[src/rtl/mem_access_unit_if.sv]
// Bundle between the MEM pipeline stage, the memory access unit and the
// single-port data memory. The unit sits on the slave side. The pipeline
// and memory model sit on the master side.
interface mem_access_if;
   logic        req_valid;
   logic        req_we;
   logic [1:0]  req_size;
   logic        req_signed;
   logic [31:0] req_addr;
   logic [31:0] req_wdata;
   logic        stall;
   logic [31:0] dm_addr;
   logic [31:0] dm_din;
   logic        dm_we;
   logic [31:0] dm_dout;
   logic        rsp_valid;
   logic [31:0] rsp_rdata;
   logic        misalign;

   modport slave (
      input  req_valid, req_we, req_size, req_signed, req_addr, req_wdata, dm_dout,
      output stall, dm_addr, dm_din, dm_we, rsp_valid, rsp_rdata, misalign
   );

   modport master (
      output req_valid, req_we, req_size, req_signed, req_addr, req_wdata, dm_dout,
      input  stall, dm_addr, dm_din, dm_we, rsp_valid, rsp_rdata, misalign
   );
endinterface

[src/rtl/mem_access_unit.sv]
// MEM-stage load/store unit in front of a word-wide data memory.
// Loads and aligned word stores complete in a single cycle. Byte and
// halfword stores do a read-modify-write. The read and the lane merge
// happen in the accept cycle. The write happens in one extra RMW cycle,
// and the pipeline is stalled during that cycle.
module mem_access_unit #(
   parameter int ADDR_BITS = 10
) (
   input  logic         clk,
   input  logic         rst,
   mem_access_if.slave  bus
);

   typedef enum logic [0:0] {
      IDLE = 1'b0,
      RMW  = 1'b1
   } state_t;

   state_t                 state_r;
   logic [ADDR_BITS-1:0]   idx_r;
   logic [31:0]            merged_r;
   logic                   rsp_valid_r;
   logic [31:0]            rsp_rdata_r;
   logic                   misalign_r;

   logic                   bad_access_s;
   logic                   word_store_s;
   logic [ADDR_BITS-1:0]   req_idx_s;
   logic                   unused_addr_s;

   // Replace the addressed byte or halfword lane of a memory word with store data.
   function automatic logic [31:0] merge_lanes(
      input logic [31:0] word,
      input logic [31:0] wdata,
      input logic [1:0]  size,
      input logic [1:0]  off
   );
      logic [31:0] m;
      m = word;
      if (size == 2'b00) begin
         case (off)
            2'd0:    m[7:0]   = wdata[7:0];
            2'd1:    m[15:8]  = wdata[7:0];
            2'd2:    m[23:16] = wdata[7:0];
            2'd3:    m[31:24] = wdata[7:0];
            default: m        = word;
         endcase
      end else begin
         if (off[1]) begin
            m[31:16] = wdata[15:0];
         end else begin
            m[15:0]  = wdata[15:0];
         end
      end
      return m;
   endfunction

   // Pick the addressed lane of a memory word and sign/zero extend it to 32 bits.
   function automatic logic [31:0] load_extend(
      input logic [31:0] word,
      input logic [1:0]  size,
      input logic        sgn,
      input logic [1:0]  off
   );
      logic [7:0]  b;
      logic [15:0] h;
      logic [31:0] r;
      case (off)
         2'd0:    b = word[7:0];
         2'd1:    b = word[15:8];
         2'd2:    b = word[23:16];
         2'd3:    b = word[31:24];
         default: b = 8'h00;
      endcase
      h = off[1] ? word[31:16] : word[15:0];
      case (size)
         2'b00:   r = {{24{sgn & b[7]}}, b};
         2'b01:   r = {{16{sgn & h[15]}}, h};
         default: r = word;
      endcase
      return r;
   endfunction

   assign req_idx_s     = bus.req_addr[ADDR_BITS+1:2];
   // Address bits above the memory size wrap around and are intentionally dropped.
   assign unused_addr_s = ^bus.req_addr[31:ADDR_BITS+2];

   // Classify the incoming request and drive the memory port. Reset overrides the write and the stall.
   always_comb begin
      bad_access_s = 1'b0;
      word_store_s = 1'b0;
      bus.stall    = 1'b0;
      bus.dm_we    = 1'b0;
      bus.dm_addr  = {{(32-ADDR_BITS){1'b0}}, req_idx_s};
      bus.dm_din   = bus.req_wdata;

      case (bus.req_size)
         2'b00:   bad_access_s = 1'b0;
         2'b01:   bad_access_s = bus.req_addr[0];
         2'b10:   bad_access_s = (bus.req_addr[1:0] != 2'b00);
         default: bad_access_s = 1'b1;
      endcase

      word_store_s = bus.req_valid && bus.req_we &&
                     (bus.req_size == 2'b10) && !bad_access_s;

      if (rst) begin
         bus.stall = 1'b0;
         bus.dm_we = 1'b0;
      end else if (state_r == RMW) begin
         bus.stall   = 1'b1;
         bus.dm_we   = 1'b1;
         bus.dm_addr = {{(32-ADDR_BITS){1'b0}}, idx_r};
         bus.dm_din  = merged_r;
      end else begin
         bus.stall = 1'b0;
         bus.dm_we = word_store_s;
      end
   end

   // Access FSM plus the registered response, the misalign pulse and the sub-word store latch.
   always_ff @(posedge clk) begin
      if (rst) begin
         state_r     <= IDLE;
         idx_r       <= {ADDR_BITS{1'b0}};
         merged_r    <= 32'h0000_0000;
         rsp_valid_r <= 1'b0;
         rsp_rdata_r <= 32'h0000_0000;
         misalign_r  <= 1'b0;
      end else begin
         case (state_r)
            IDLE: begin
               rsp_valid_r <= 1'b0;
               rsp_rdata_r <= 32'h0000_0000;
               misalign_r  <= 1'b0;
               if (bus.req_valid) begin
                  if (bad_access_s) begin
                     rsp_valid_r <= 1'b1;
                     misalign_r  <= 1'b1;
                  end else if (bus.req_we) begin
                     if (bus.req_size == 2'b10) begin
                        rsp_valid_r <= 1'b1;
                     end else begin
                        idx_r    <= req_idx_s;
                        merged_r <= merge_lanes(bus.dm_dout, bus.req_wdata,
                                                bus.req_size, bus.req_addr[1:0]);
                        state_r  <= RMW;
                     end
                  end else begin
                     rsp_valid_r <= 1'b1;
                     rsp_rdata_r <= load_extend(bus.dm_dout, bus.req_size,
                                                bus.req_signed, bus.req_addr[1:0]);
                  end
               end else begin
                  state_r <= IDLE;
               end
            end
            RMW: begin
               state_r     <= IDLE;
               rsp_valid_r <= 1'b1;
               rsp_rdata_r <= 32'h0000_0000;
               misalign_r  <= 1'b0;
            end
            default: begin
               state_r     <= IDLE;
               rsp_valid_r <= 1'b0;
               rsp_rdata_r <= 32'h0000_0000;
               misalign_r  <= 1'b0;
            end
         endcase
      end
   end

   assign bus.rsp_valid = rsp_valid_r;
   assign bus.rsp_rdata = rsp_rdata_r;
   assign bus.misalign  = misalign_r;

endmodule

[src/flat_wrapper.sv]
// flat-port wrapper written by rule: the top's interface ports become plain ports
module mem_access_unit_flat 
#(
   parameter int ADDR_BITS = 10
)
  (clk, rst, bus_req_valid, bus_req_we, bus_req_size, bus_req_signed, bus_req_addr, bus_req_wdata, bus_dm_dout, bus_stall, bus_dm_addr, bus_dm_din, bus_dm_we, bus_rsp_valid, bus_rsp_rdata, bus_misalign);
  mem_access_if bus_i ();
  input  logic clk;
  input  logic rst;
  input wire logic [$bits(bus_i.req_valid)-1:0] bus_req_valid;
  input wire logic [$bits(bus_i.req_we)-1:0] bus_req_we;
  input wire logic [$bits(bus_i.req_size)-1:0] bus_req_size;
  input wire logic [$bits(bus_i.req_signed)-1:0] bus_req_signed;
  input wire logic [$bits(bus_i.req_addr)-1:0] bus_req_addr;
  input wire logic [$bits(bus_i.req_wdata)-1:0] bus_req_wdata;
  input wire logic [$bits(bus_i.dm_dout)-1:0] bus_dm_dout;
  output wire logic [$bits(bus_i.stall)-1:0] bus_stall;
  output wire logic [$bits(bus_i.dm_addr)-1:0] bus_dm_addr;
  output wire logic [$bits(bus_i.dm_din)-1:0] bus_dm_din;
  output wire logic [$bits(bus_i.dm_we)-1:0] bus_dm_we;
  output wire logic [$bits(bus_i.rsp_valid)-1:0] bus_rsp_valid;
  output wire logic [$bits(bus_i.rsp_rdata)-1:0] bus_rsp_rdata;
  output wire logic [$bits(bus_i.misalign)-1:0] bus_misalign;
  assign bus_i.req_valid = bus_req_valid;
  assign bus_i.req_we = bus_req_we;
  assign bus_i.req_size = bus_req_size;
  assign bus_i.req_signed = bus_req_signed;
  assign bus_i.req_addr = bus_req_addr;
  assign bus_i.req_wdata = bus_req_wdata;
  assign bus_i.dm_dout = bus_dm_dout;
  assign bus_stall = bus_i.stall;
  assign bus_dm_addr = bus_i.dm_addr;
  assign bus_dm_din = bus_i.dm_din;
  assign bus_dm_we = bus_i.dm_we;
  assign bus_rsp_valid = bus_i.rsp_valid;
  assign bus_rsp_rdata = bus_i.rsp_rdata;
  assign bus_misalign = bus_i.misalign;
  mem_access_unit #(.ADDR_BITS(ADDR_BITS)) u_core (.clk(clk), .rst(rst), .bus(bus_i));
endmodule
[config.mk]
export PLATFORM = sky130hd
export DESIGN_NAME = mem_access_unit_flat
export DESIGN_NICKNAME = d
export VERILOG_FILES = /design/src/rtl/mem_access_unit_if.sv /design/src/rtl/mem_access_unit.sv /design/src/flat_wrapper.sv
export SDC_FILE = /design/constraint.sdc
export NUM_CORES = 1
export LEC_CHECK = 0
export BUFFER_PORTS_ARGS = -buffer_cell sky130_fd_sc_hd__buf_2
export CAP_MARGIN = 20
export CELL_PAD_IN_SITES_DETAIL_PLACEMENT = 2
export CELL_PAD_IN_SITES_GLOBAL_PLACEMENT = 2
export CORE_MARGIN = 5
export CORE_UTILIZATION = 29
export CTS_CLUSTER_SIZE = 24
export DETAILED_ROUTE_END_ITERATION = 6
export GPL_TIMING_DRIVEN = 0
export PLACE_DENSITY = 0.95
export SLEW_MARGIN = 5
export SYNTH_ARGS = -nofsm -noshare
export SYNTH_HDL_FRONTEND = slang
export SYNTH_SLANG_ARGS = --single-unit
[constraint.sdc]
create_clock -name clk -period 2.3 [get_ports clk]
set_input_delay 0.115 -clock clk [delete_from_list [all_inputs] [get_ports clk]]
set_output_delay 0.115 -clock clk [all_outputs]
set_load 0.05 [all_outputs]
==> impl_results.md, run 1 <==
- # Max-Cap Violations: 0
- Fillers: 1823
- Delay-heaviest family, CP: buffers and inverters
- Avg Synthesized Cell Area: 9.019 sq um
- DR vias: between 5000 and 6000
- ANT cells: 0
- Ys async rst share: 0%
- ANT nets after route: 0
- Core area: 15830 sq um
- Worst-path fanout max: 10
- Worst-Margin Slew: 0.5379 ns
- Clk Latency, worst-skew pair: 0.34 ns
- Min-delay src: bus_req_addr[7]
- WP buf/inv: 3
- Startpoint Class: register
- CP Class: register to output port
- Register area share after synthesis: about a third
- Hold Fails Final Rpt: 0
- Share of cells above drive strength 1: 42.76%
- Core Util, Final: 38.45%
- Post-synth cell types: 44
- Worst hold path depth: 3
- # DRC: 0
- Clock skew: 0.004411 ns
- Commonest non-fill, non-tap cells in the layout: buf_2 (186), dfxtp_1 (77), a31oi_1 (57), o21ai_0 (50), mux2_2 (46)
- Worst hold path class: input port to register
- Die X: 136.9 um
- CP max-delay cell: mux2_2
- Static leakage: 2.564 nW
- Most common cell after layout, fill and taps aside: buf_2
- Ys flop type: dfxtp_1
- Mean routed wirelength per cell: ~24 um
- Setup tns final: 0 ns
- Mapped Cells: 518
- Clk buf depth: 2
- Final setup fails: 0
- EDFF count, synth: 0
- Area Growth Syn to Fin: 30.26%
- Pwr Density: ~600 nW/um^2
- VDD IR max: 318.1 uV
- Max_slew headroom: 63.99%
- DR pass1 iterations: 4
- HPWL Detailed: between 15000 and 20000 um
- Worst Path Required: 2.18 ns
- Hold buffers post-CTS: 0
- Crit share post-route: 92.39%
- Stages on worst setup path: 5
- Die height: roughly 140 um
- Crit-path most repeated cell: buf_2
- Total gr overflow: 0
- H-tree depth: 3
- GPL Wtd Cong: 0.8890
- CP cell instances: nand2b_1 -> buf_2 -> buf_2 -> mux2_2 -> buf_2
- First-pass GRT wire length: 33150 um
- Multi-input gate area: 2683 sq um
- Initial antenna violation count: 1
- Final Critical Period: roughly 2.1 ns
- Clock slew seen by the registers of the worst setup and hold paths: 0.06 ns
- Reg-to-Reg End: u_core.bus.rsp_rdata[4]
- Root Buffer: clkbuf_16
- RSZ-0062 raised after global routing: false
- Peak Freq: 0.4706 GHz
- Initial DRC count: roughly 330
- CTS tree: done
- Non-Filler Instances: 927
- DP Worst Slack: 0.5209 ns
- GRT Total Usage: 22.94%
- Fin worst setup slack: 0.1749 ns
- Placed cell count: 913
- Largest net degree at the start of global routing: 12
- Sinks on the clock net: 77
- Worst setup EP type: output port
- Number of global-route vias before repair: 5725
- Initial core utilization: 29.52%
- Setup Buffers After CTS: 0
- Synth warnings: 0
- Ports: 203
- Routed wire length: 21800 um
- Die Area: 18750 sq um
- Synth Register Bits: 77
- Register area: around 1500 sq um
- # rows: 46
- Num CTS Buffers: 9
- Final #Nets: ~800
- Port bufs: between 150 and 200
- Slowest Stage Delay on Critical Path: approximately 0.42 ns
- Cts repair resizes: 0
- Number of cells on the worst reg-to-reg path: 3
- Routed vias/inst: 5.531
- Worst EP arrival: 2.01 ns
- Reg2reg start: u_core.state_r
- R2r setup slk: 0.78 ns
- Hold path endpoint: u_core.idx_r[5]
- Pins Over Slew Limit: 0
- Post-synthesis cell area: 4672 sq um
- Status: finished clean
-- where the power goes --
part,switching [mW],total [mW],internal [mW]
registers,0.0249,1.40,1.38
logic,0.684,0.982,0.298
clock network,0.569,1.34,0.775
-- final cells by class --
class                           count  area share, %
Buffer                             82          8.594
Clock buffer                       12          4.215
Clock inverter                      2         0.1645
Inverter                            3         0.1850
Multi-Input combinational cell    377          44.08
Sequential cell                    77          25.33
Tap cell                          216          4.441
Timing Repair Buffer              158          12.99
-- synth_stat cells, types with 9 or more instances --
cell type / number / share of area, %
a21oi_1: 12 / 1.3
a311oi_1: 32 / 6.0
a31oi_1: 57 / 7.6
buf_2: 28 / 3.0
buf_4: 30 / 4.8
buf_6: 9 / 2.2
clkbuf_1: 13 / 1.0
dfxtp_1: 77 / 33
mux2_2: 46 / 11
mux2i_1: 14 / 3.0
nand2_1: 40 / 3.2
nand3_1: 18 / 1.9
nand4_1: 10 / 1.3
o21a_1: 9 / 1.4
o21ai_0: 50 / 5.4
o31ai_1: 10 / 1.6
-- per-stage QoR --
step / hold WS [ns] / area [sq um] / power (mW)
after CTS: 0.03886 / 6086 / 3.736
after global placement: 0.3827 / 5819 / 2.368
after floorplan: 0.2650 / 4758 / 2.090
after global routing: 0.04571 / 6086 / 3.863
after detailed placement: 0.3930 / 5819 / 2.397
final: 0.04262 / 6086 / 3.729
-- kinds of logic after synthesis --
group | synth area share, %
flops | 32.99
mux | 14.09
compound gates | 27.66
other cells | 0.08027
buf+inv | 11.44
simple gates | 13.74
-- worst max-delay path by stage --
stage / startpoint / to / slack [ns]
after floorplan: bus_req_size[0] / bus_dm_we / 0.50
after global placement: bus_req_size[1] / bus_dm_we / 0.52
after detailed placement: bus_req_size[1] / bus_dm_we / 0.52
after CTS: u_core.state_r / bus_dm_din[13] / 0.16
after global routing: u_core.state_r / bus_dm_din[13] / 0.12
final: u_core.state_r / bus_dm_din[13] / 0.17
-- registers in the layout, indices dropped and copies added (netlist names) --
signal,flops
u_core.bus.misalign,1
u_core.bus.rsp_rdata,32
u_core.bus.rsp_valid,1
u_core.idx_r,10
u_core.merged_r,32
u_core.state_r,1
-- tightest hold or removal path, delay by kind of cell --
family / cells / cell delay, ns
simple gates: 1 / 0.06
buf+inv: 1 / 0.10
compound gates: 1 / 0.06
-- metal layers --
metal	vias to the layer above	wire length [um]	track usage, %
met5	-	7	0
li1	2323	-	-
met4	2	513	7.428
met1	2547	9226	29.02
met3	38	1666	6.287
met2	217	10380	37.79
Power figures use the tool's default switching activity.
==> run 2: changes to the inputs <==
Settings changed: ABC_AREA from default to 1, CORE_UTILIZATION 29 to 26.
==> impl_results.md, run 2 <==
- Clock network fraction of total power: 42.6% (was 36.1%)
- Stages on worst setup path: 5 (unchanged)
- Die X: 147.8 um (was 136.9 um)
- Internal power: 2.835 mW (was 2.451 mW)
- Number of cells on the worst reg-to-reg path: 5 (was 3)
- H-tree depth: 3 (unchanged)
- Number of global-route vias before repair: 6711 (was 5725)
- Status: finished clean (unchanged)
- Core Util, Final: 34.68% (was 38.45%)
- Initial core utilization: 26.41% (was 29.52%)
- Max_slew headroom: 55.05% (was 63.99%)
- Pwr Density: 653.7 nW/um^2 (was 612.7 nW/um^2)
- ANT nets after route: 0 (unchanged)
- Clk buf depth: 2 (unchanged)
- Final setup fails: 0 (unchanged)
- Share of cells above drive strength 1: 23.62% (was 42.76%)
- ANT cells: 0 (unchanged)
- Crit share post-route: 90.46% (was 92.39%)
- Ys async rst share: 0% (unchanged)
- First-pass GRT wire length: 37450 um (was 33150 um)
- Count leader, synth: nand2_1 (was dfxtp_1)
- Synth warnings: 0 (unchanged)
- Final #Nets: 1131 (was 811)
- DR vias: 6131 (was 5127)
- Clk Latency, worst-skew pair: 0.35 ns (was 0.34 ns)
- Uppermost routed layer: met5 (unchanged)
- Sw Pwr: 1.405 mW (was 1.278 mW)
- Pins Over Slew Limit: 0 (unchanged)
- GPL Wtd Cong: 0.8756 (was 0.8890)
- Clock slew seen by the registers of the worst setup and hold paths: 0.07 ns (was 0.06 ns)
- Peak Freq: 0.4806 GHz (was 0.4706 GHz)
- M1 WL: 10200 um (was 9226 um)
- Worst EP arrival: 1.97 ns (was 2.01 ns)
- Setup Buffers After CTS: 0 (unchanged)
- Avg Synthesized Cell Area: 5.902 sq um (was 9.019 sq um)
- Area Growth Syn to Fin: 31.31% (was 30.26%)
- CP max-delay cell: clkbuf_1 (was mux2_2)
- Hold buffers post-CTS: 0 (unchanged)
- Part of the power in combinational logic: 24.5% (was 26.3%)
- Sw Share: 33.13% (was 34.27%)
- Final Critical Period: 2.081 ns (was 2.125 ns)
- Post-synthesis cell area: 4940 sq um (was 4672 sq um)
- DR pass1 iterations: 7 (was 4)
- Biggest area consumer among synthesized cells: dfxtp_1 (unchanged)
- # Max-Cap Violations: 0 (unchanged)
- Part of the power in registers: 32.9% (was 37.6%)
- Num CTS Buffers: 9 (unchanged)
- Routed vias/inst: 4.839 (was 5.531)
- Final Power: 4.240 mW (was 3.729 mW)
- Hold Fails Final Rpt: 0 (unchanged)
- Commonest non-fill, non-tap cells in the layout: nand2_1 (236), buf_2 (182), o21ai_0 (107), nor2_1 (100), inv_1 (92) (was buf_2 (186), dfxtp_1 (77), a31oi_1 (57), o21ai_0 (50), mux2_2 (46))
- Ys flop type: dfxtp_1 (unchanged)
- Core area: 18710 sq um (was 15830 sq um)
- RSZ-0062 raised after global routing: false (unchanged)
- Fillers: 2386 (was 1823)
- Clock skew: 0.006904 ns (was 0.004411 ns)
- Worst setup EP type: output port (unchanged)
- Met3 Wirelength: 1420 um (was 1666 um)
- Total gr overflow: 0 (unchanged)
- Initial antenna violation count: 2 (was 1)
- Sinks on the clock net: 77 (unchanged)
- Worst hold path depth: 3 (unchanged)
- Static leakage: 3.506 nW (was 2.564 nW)
- EDFF count, synth: 0 (unchanged)
- # rows: 50 (was 46)
- Slowest Stage Delay on Critical Path: 0.44 ns (was 0.42 ns)
- CP Class: register to output port (unchanged)
- VDD IR max: 333.0 uV (was 318.1 uV)
- Die Area: 21860 sq um (was 18750 sq um)
- Most common cell after layout, fill and taps aside: nand2_1 (was buf_2)
- Post-synth cell types: 26 (was 44)
- CP cell instances: inv_1 -> nor2_4 -> clkbuf_1 -> o21ai_0 -> buf_2 (was nand2b_1 -> buf_2 -> buf_2 -> mux2_2 -> buf_2)
- HPWL Detailed: 18950 um (was 16920 um)
- Mean routed wirelength per cell: 18.84 um (was 23.51 um)
- Die height: 147.8 um (was 136.9 um)
- # DRC: 0 (unchanged)
- Worst-path fanout max: 10 (unchanged)
- Synth Register Bits: 77 (unchanged)
- Root Buffer: clkbuf_16 (unchanged)
- Setup tns final: 0 ns (unchanged)
- Largest net degree at the start of global routing: 15 (was 12)
- Worst-Margin Slew: 0.6743 ns (was 0.5379 ns)
- Post-synth top area share: 31.21% (was 32.99%)
- WP buf/inv: 3 (unchanged)
- Top cells by count, synth: nand2_1 (236), o21ai_0 (107), nor2_1 (100), inv_1 (92), dfxtp_1 (77) (was dfxtp_1 (77), a31oi_1 (57), o21ai_0 (50), mux2_2 (46), nand2_1 (40))
- Met2 WL: 11820 um (was 10380 um)
- CTS tree: done (unchanged)
- Synth area leaders: dfxtp_1 (31%), nand2_1 (18%), o21ai_0 (11%) (was dfxtp_1 (33%), mux2_2 (11%), a31oi_1 (7.6%))
- Ports: 203 (unchanged)
- Fin Hold WS: 0.01927 ns (was 0.04262 ns)
- Routed wire length: 23880 um (was 21800 um)
- Worst Path Required: 2.18 ns (about the same)
- Mapped Cells: 837 (was 518)
- Register area share after synthesis: 31.21% (was 32.99%)
- Port bufs: 159 (was 158)
- R2r setup slk: 0.74 ns (was 0.78 ns)
- Delay-heaviest family, CP: buffers and inverters (unchanged)
- Initial DRC count: 274 (was 326)
- Worst hold path class: input port to register (unchanged)
- Startpoint Class: register (unchanged)
- GRT Total Usage: 21.56% (was 22.94%)
-- run 2: changes by cell type after synthesis, sizes merged, moves of 14 or more --
cell	change
mux2i	-14
nand2	+198
a21oi	+53
buf	-20
nor2	+101
mux2	-46
o21ai	+75
a31oi	-56
inv	+97
a311oi	-32
a22oi	+14
-- run 2: layer usage --
metal  track usage (%)  up-vias
met5                 0        -
met4             5.450        4
met3             5.058       31
met2             38.47      178
met1             26.15     2925
li1                  -     2993
-- run 2: worst paths after layout --
| path | from | endpoint |
|---|---|---|
| hold / removal | bus_req_addr[2] | u_core.idx_r[0] |
| hold reg to reg | u_core.idx_r[3] | u_core.idx_r[3] |
| setup / recovery | u_core.state_r | bus_dm_din[14] |
| setup reg to reg | u_core.state_r | u_core.merged_r[11] |
-- run 2: cell type report --
cell class,instances,area [sq um],area share [%]
multi-input cells,610,2718,41.90
flip-flops and latches,77,1541,23.77
repair buffers,159,795.8,12.27
plain buffers,70,389.1,5.999
inverters,101,379.1,5.845
well taps,234,292.8,4.514
clock buffers,9,225.2,3.472
clock inverters,7,145.1,2.238
-- run 2: timing repair --
| action | CTS | global route |
|---|---|---|
| pin swaps | 0 | 0 |
| hold endpoints to repair | 0 | 0 |
| setup endpoints to repair | 9 | 1 |
| resized for setup | 3 | 2 |
-- run 2: power by group through the flow --
stage,clock network (mW),logic (mW),registers (mW)
after detailed placement,0,1.02,1.42
after global routing,1.89,1.13,1.40
after CTS,1.84,1.04,1.40
after floorplan,0,0.649,1.46
final,1.80,1.04,1.39
after global placement,0,0.991,1.42
-- run 2: worst min-delay path, delay by kind of cell --
| family | cells | cell delay, ns |
|---|---|---|
| compound gates | 1 | 0.06 |
| buf+inv | 1 | 0.09 |
| simple gates | 1 | 0.07 |
-- run 2: logic make-up after synthesis --
family / synth area share [%]
and+or+nand+nor: 30.72
AOI/OAI and AO/OA: 22.52
buffers and inverters: 15.48
DFF: 31.21
other: 0.07591
-- run 2: per-stage QoR --
step                      instance area (sq um)  setup slack, ns  std cells
after CTS                                  6485           0.1016       1267
after floorplan                            5019           0.1849        858
after detailed placement                   6107           0.3457       1251
after global routing                       6486          0.03269       1267
final                                      6486           0.2195       1267
after global placement                     6107           0.4365       1251
==> run 3: changes to the inputs <==
Settings changed: CELL_PAD_IN_SITES_DETAIL_PLACEMENT 2 to default, CELL_PAD_IN_SITES_GLOBAL_PLACEMENT 2 to default, CORE_UTILIZATION 26 to 36, PLACE_DENSITY 0.95 to 0.73.
==> impl_results.md, run 3 (same netlist as run 2, synthesis figures left out) <==
- Worst-path fanout max: 10 (unchanged)
- DP Area: 6035 sq um (was 6107 sq um)
- Largest net degree at the start of global routing: 12 (was 15)
- GPL Wtd Cong: 0.9807 (was 0.8756)
- Crit share post-route: 93.72% (was 90.46%)
- Number of cells on the worst reg-to-reg path: 5 (unchanged)
- Reg-to-Reg End: u_core.idx_r[3] (was u_core.merged_r[11])
- DP Worst Slack: 0.4234 ns (was 0.3457 ns)
- Commonest non-fill, non-tap cells in the layout: nand2_1 (236), buf_2 (182), o21ai_0 (107), nor2_1 (100), inv_1 (92) (unchanged)
- Ports: 203 (unchanged)
- Number of global-route vias before repair: 5276 (was 6711)
- Startpoint Class: register (unchanged)
- Die height: 127.1 um (was 147.8 um)
- Worst Path Required: 2.18 ns (about the same)
- Pwr Density: 580.3 nW/um^2 (was 653.7 nW/um^2)
- Worst hold path depth: 3 (unchanged)
- Port bufs: 159 (unchanged)
- Initial antenna violation count: 2 (unchanged)
- Fillers: 1440 (was 2386)
- Reg2reg start: u_core.state_r (unchanged)
- Max_slew headroom: 54.24% (was 55.05%)
- Static leakage: 3.448 nW (was 3.506 nW)
- Final #Nets: 1131 (unchanged)
- Initial core utilization: 37.01% (was 26.41%)
- Hold Fails Final Rpt: 0 (unchanged)
- Sw Pwr: 1.250 mW (was 1.405 mW)
- RSZ-0062 raised after global routing: false (unchanged)
- Non-Filler Instances: 1208 (was 1267)
- H-tree depth: 3 (unchanged)
- HPWL Detailed: 14130 um (was 18950 um)
- Final Instance Area: 6301 sq um (was 6486 sq um)
- Total gr overflow: 0 (unchanged)
- Clk Latency, worst-skew pair: 0.34 ns (was 0.35 ns)
- DR vias: 5838 (was 6131)
- CTS tree: done (unchanged)
- Clk buf depth: 2 (unchanged)
- Clock slew seen by the registers of the worst setup and hold paths: 0.06 ns (was 0.07 ns)
- Placed cell count: 1193 (was 1251)
- Part of the power in combinational logic: 27.0% (was 24.5%)
- Worst-Margin Slew: 0.6865 ns (was 0.6743 ns)
- Setup tns final: 0 ns (unchanged)
- VDD IR max: 279.4 uV (was 333.0 uV)
- Pins Over Slew Limit: 0 (unchanged)
- Initial DRC count: 547 (was 274)
- Clock network fraction of total power: 34.9% (was 42.6%)
- GRT Total Usage: 21.54% (was 21.56%)
- Root Buffer: clkbuf_16 (unchanged)
- Share of cells above drive strength 1: 23.06% (was 23.62%)
- Clock skew: 0.003574 ns (was 0.006904 ns)
- Min-delay src: bus_req_addr[2] (unchanged)
- Part of the power in registers: 38.1% (was 32.9%)
- Die Area: 16160 sq um (was 21860 sq um)
- Core Util, Final: 47.21% (was 34.68%)
- # rows: 42 (was 50)
- # DRC: 0 (unchanged)
- Hold path endpoint: u_core.idx_r[0] (unchanged)
- Most common cell after layout, fill and taps aside: nand2_1 (unchanged)
- Num CTS Buffers: 9 (unchanged)
- Sw Share: 34.19% (was 33.13%)
- Area Growth Syn to Fin: 27.56% (was 31.31%)
- Final setup fails: 0 (unchanged)
- Fin worst setup slack: 0.1444 ns (was 0.2195 ns)
- First-pass GRT wire length: 27680 um (was 37450 um)
- Worst EP arrival: 2.04 ns (was 1.97 ns)
- Peak Freq: 0.4639 GHz (was 0.4806 GHz)
- Mean routed wirelength per cell: 14.74 um (was 18.84 um)
- DR pass1 iterations: 5 (was 7)
- # Max-Cap Violations: 0 (unchanged)
- ANT cells: 0 (unchanged)
- Die X: 127.1 um (was 147.8 um)
- R2r setup slk: 0.96 ns (was 0.74 ns)
- Worst hold path class: input port to register (unchanged)
- Sinks on the clock net: 77 (unchanged)
- Status: finished clean (unchanged)
- Fin Hold WS: 0.01692 ns (was 0.01927 ns)
- Internal power: 2.406 mW (was 2.835 mW)
- Routed wire length: 17810 um (was 23880 um)
- Final Critical Period: 2.156 ns (was 2.081 ns)
- Setup Buffers After CTS: 0 (unchanged)
- Worst setup EP type: output port (unchanged)
- Core area: 13350 sq um (was 18710 sq um)
- ANT nets after route: 0 (unchanged)
- Routed vias/inst: 4.833 (was 4.839)
- CP Class: register to output port (unchanged)
- Final Power: 3.657 mW (was 4.240 mW)
## run 3: changes by cell type in the layout (fill, tap and decap cells not counted)
cell | previous run | this run
buf_1 | 1 | 2
bufinv_16 | 4 | 0
clkbuf_1 | 18 | 22
clkbuf_2 | 3 | 1
clkbuf_8 | 0 | 1
clkinv_2 | 1 | 2
inv_6 | 1 | 0
inv_8 | 1 | 0
## run 3: final cells by class
class | count | area [sq um] | share of cell area (%)
multi-input cells | 610 | 2718 | 43.13
well taps | 176 | 220.2 | 3.495
plain buffers | 70 | 386.6 | 6.136
inverters | 101 | 379.1 | 6.017
clock buffers | 13 | 250.2 | 3.971
flip-flops and latches | 77 | 1541 | 24.46
repair buffers | 159 | 795.8 | 12.63
clock inverters | 2 | 10.01 | 0.1589
## run 3: critical path, cell delays in order, from the launching register on
cell and delay, ns:
dfxtp_1 0.32, inv_1 0.08, nor2_4 0.21, buf_1 0.56, nand2_1 0.09, o21ai_0 0.12, buf_2 0.30
## run 3: worst max-delay path by stage
| stage | start | to | depth (start not counted) |
|---|---|---|---|
| after floorplan | u_core.state_r | bus_dm_din[16] | 5 |
| after global placement | u_core.state_r | bus_dm_din[15] | 6 |
| after detailed placement | u_core.state_r | bus_dm_din[7] | 6 |
| after CTS | u_core.state_r | bus_dm_din[7] | 6 |
| after global routing | u_core.state_r | bus_dm_din[14] | 6 |
| final | u_core.state_r | bus_dm_din[15] | 6 |
## run 3: power groups by stage
stage / combinational, mW / sequential [mW] / clock, mW
finish: 0.987 / 1.39 / 1.28
floorplan: 0.649 / 1.46 / 0
CTS: 0.977 / 1.39 / 1.30
global route: 1.07 / 1.40 / 1.35
global placement: 0.970 / 1.42 / 0
detailed placement: 0.973 / 1.42 / 0
## run 3: routing by layer
metal  share of wire, %  vias up  wire length (um)  track usage, %
met2                 44      250              7924           33.06
met3                8.2       34              1462           4.591
li1                   -     2996                 -               -
met1                 45     2554              8013           29.97
met4                2.2        4               388           7.445
met5               0.12        -                21               0
## run 3: repair_timing
action | in CTS | in global routing
gates resized for setup | 0 | 4
setup endpoints to repair | 0 | 33
hold buffers | 0 | 0
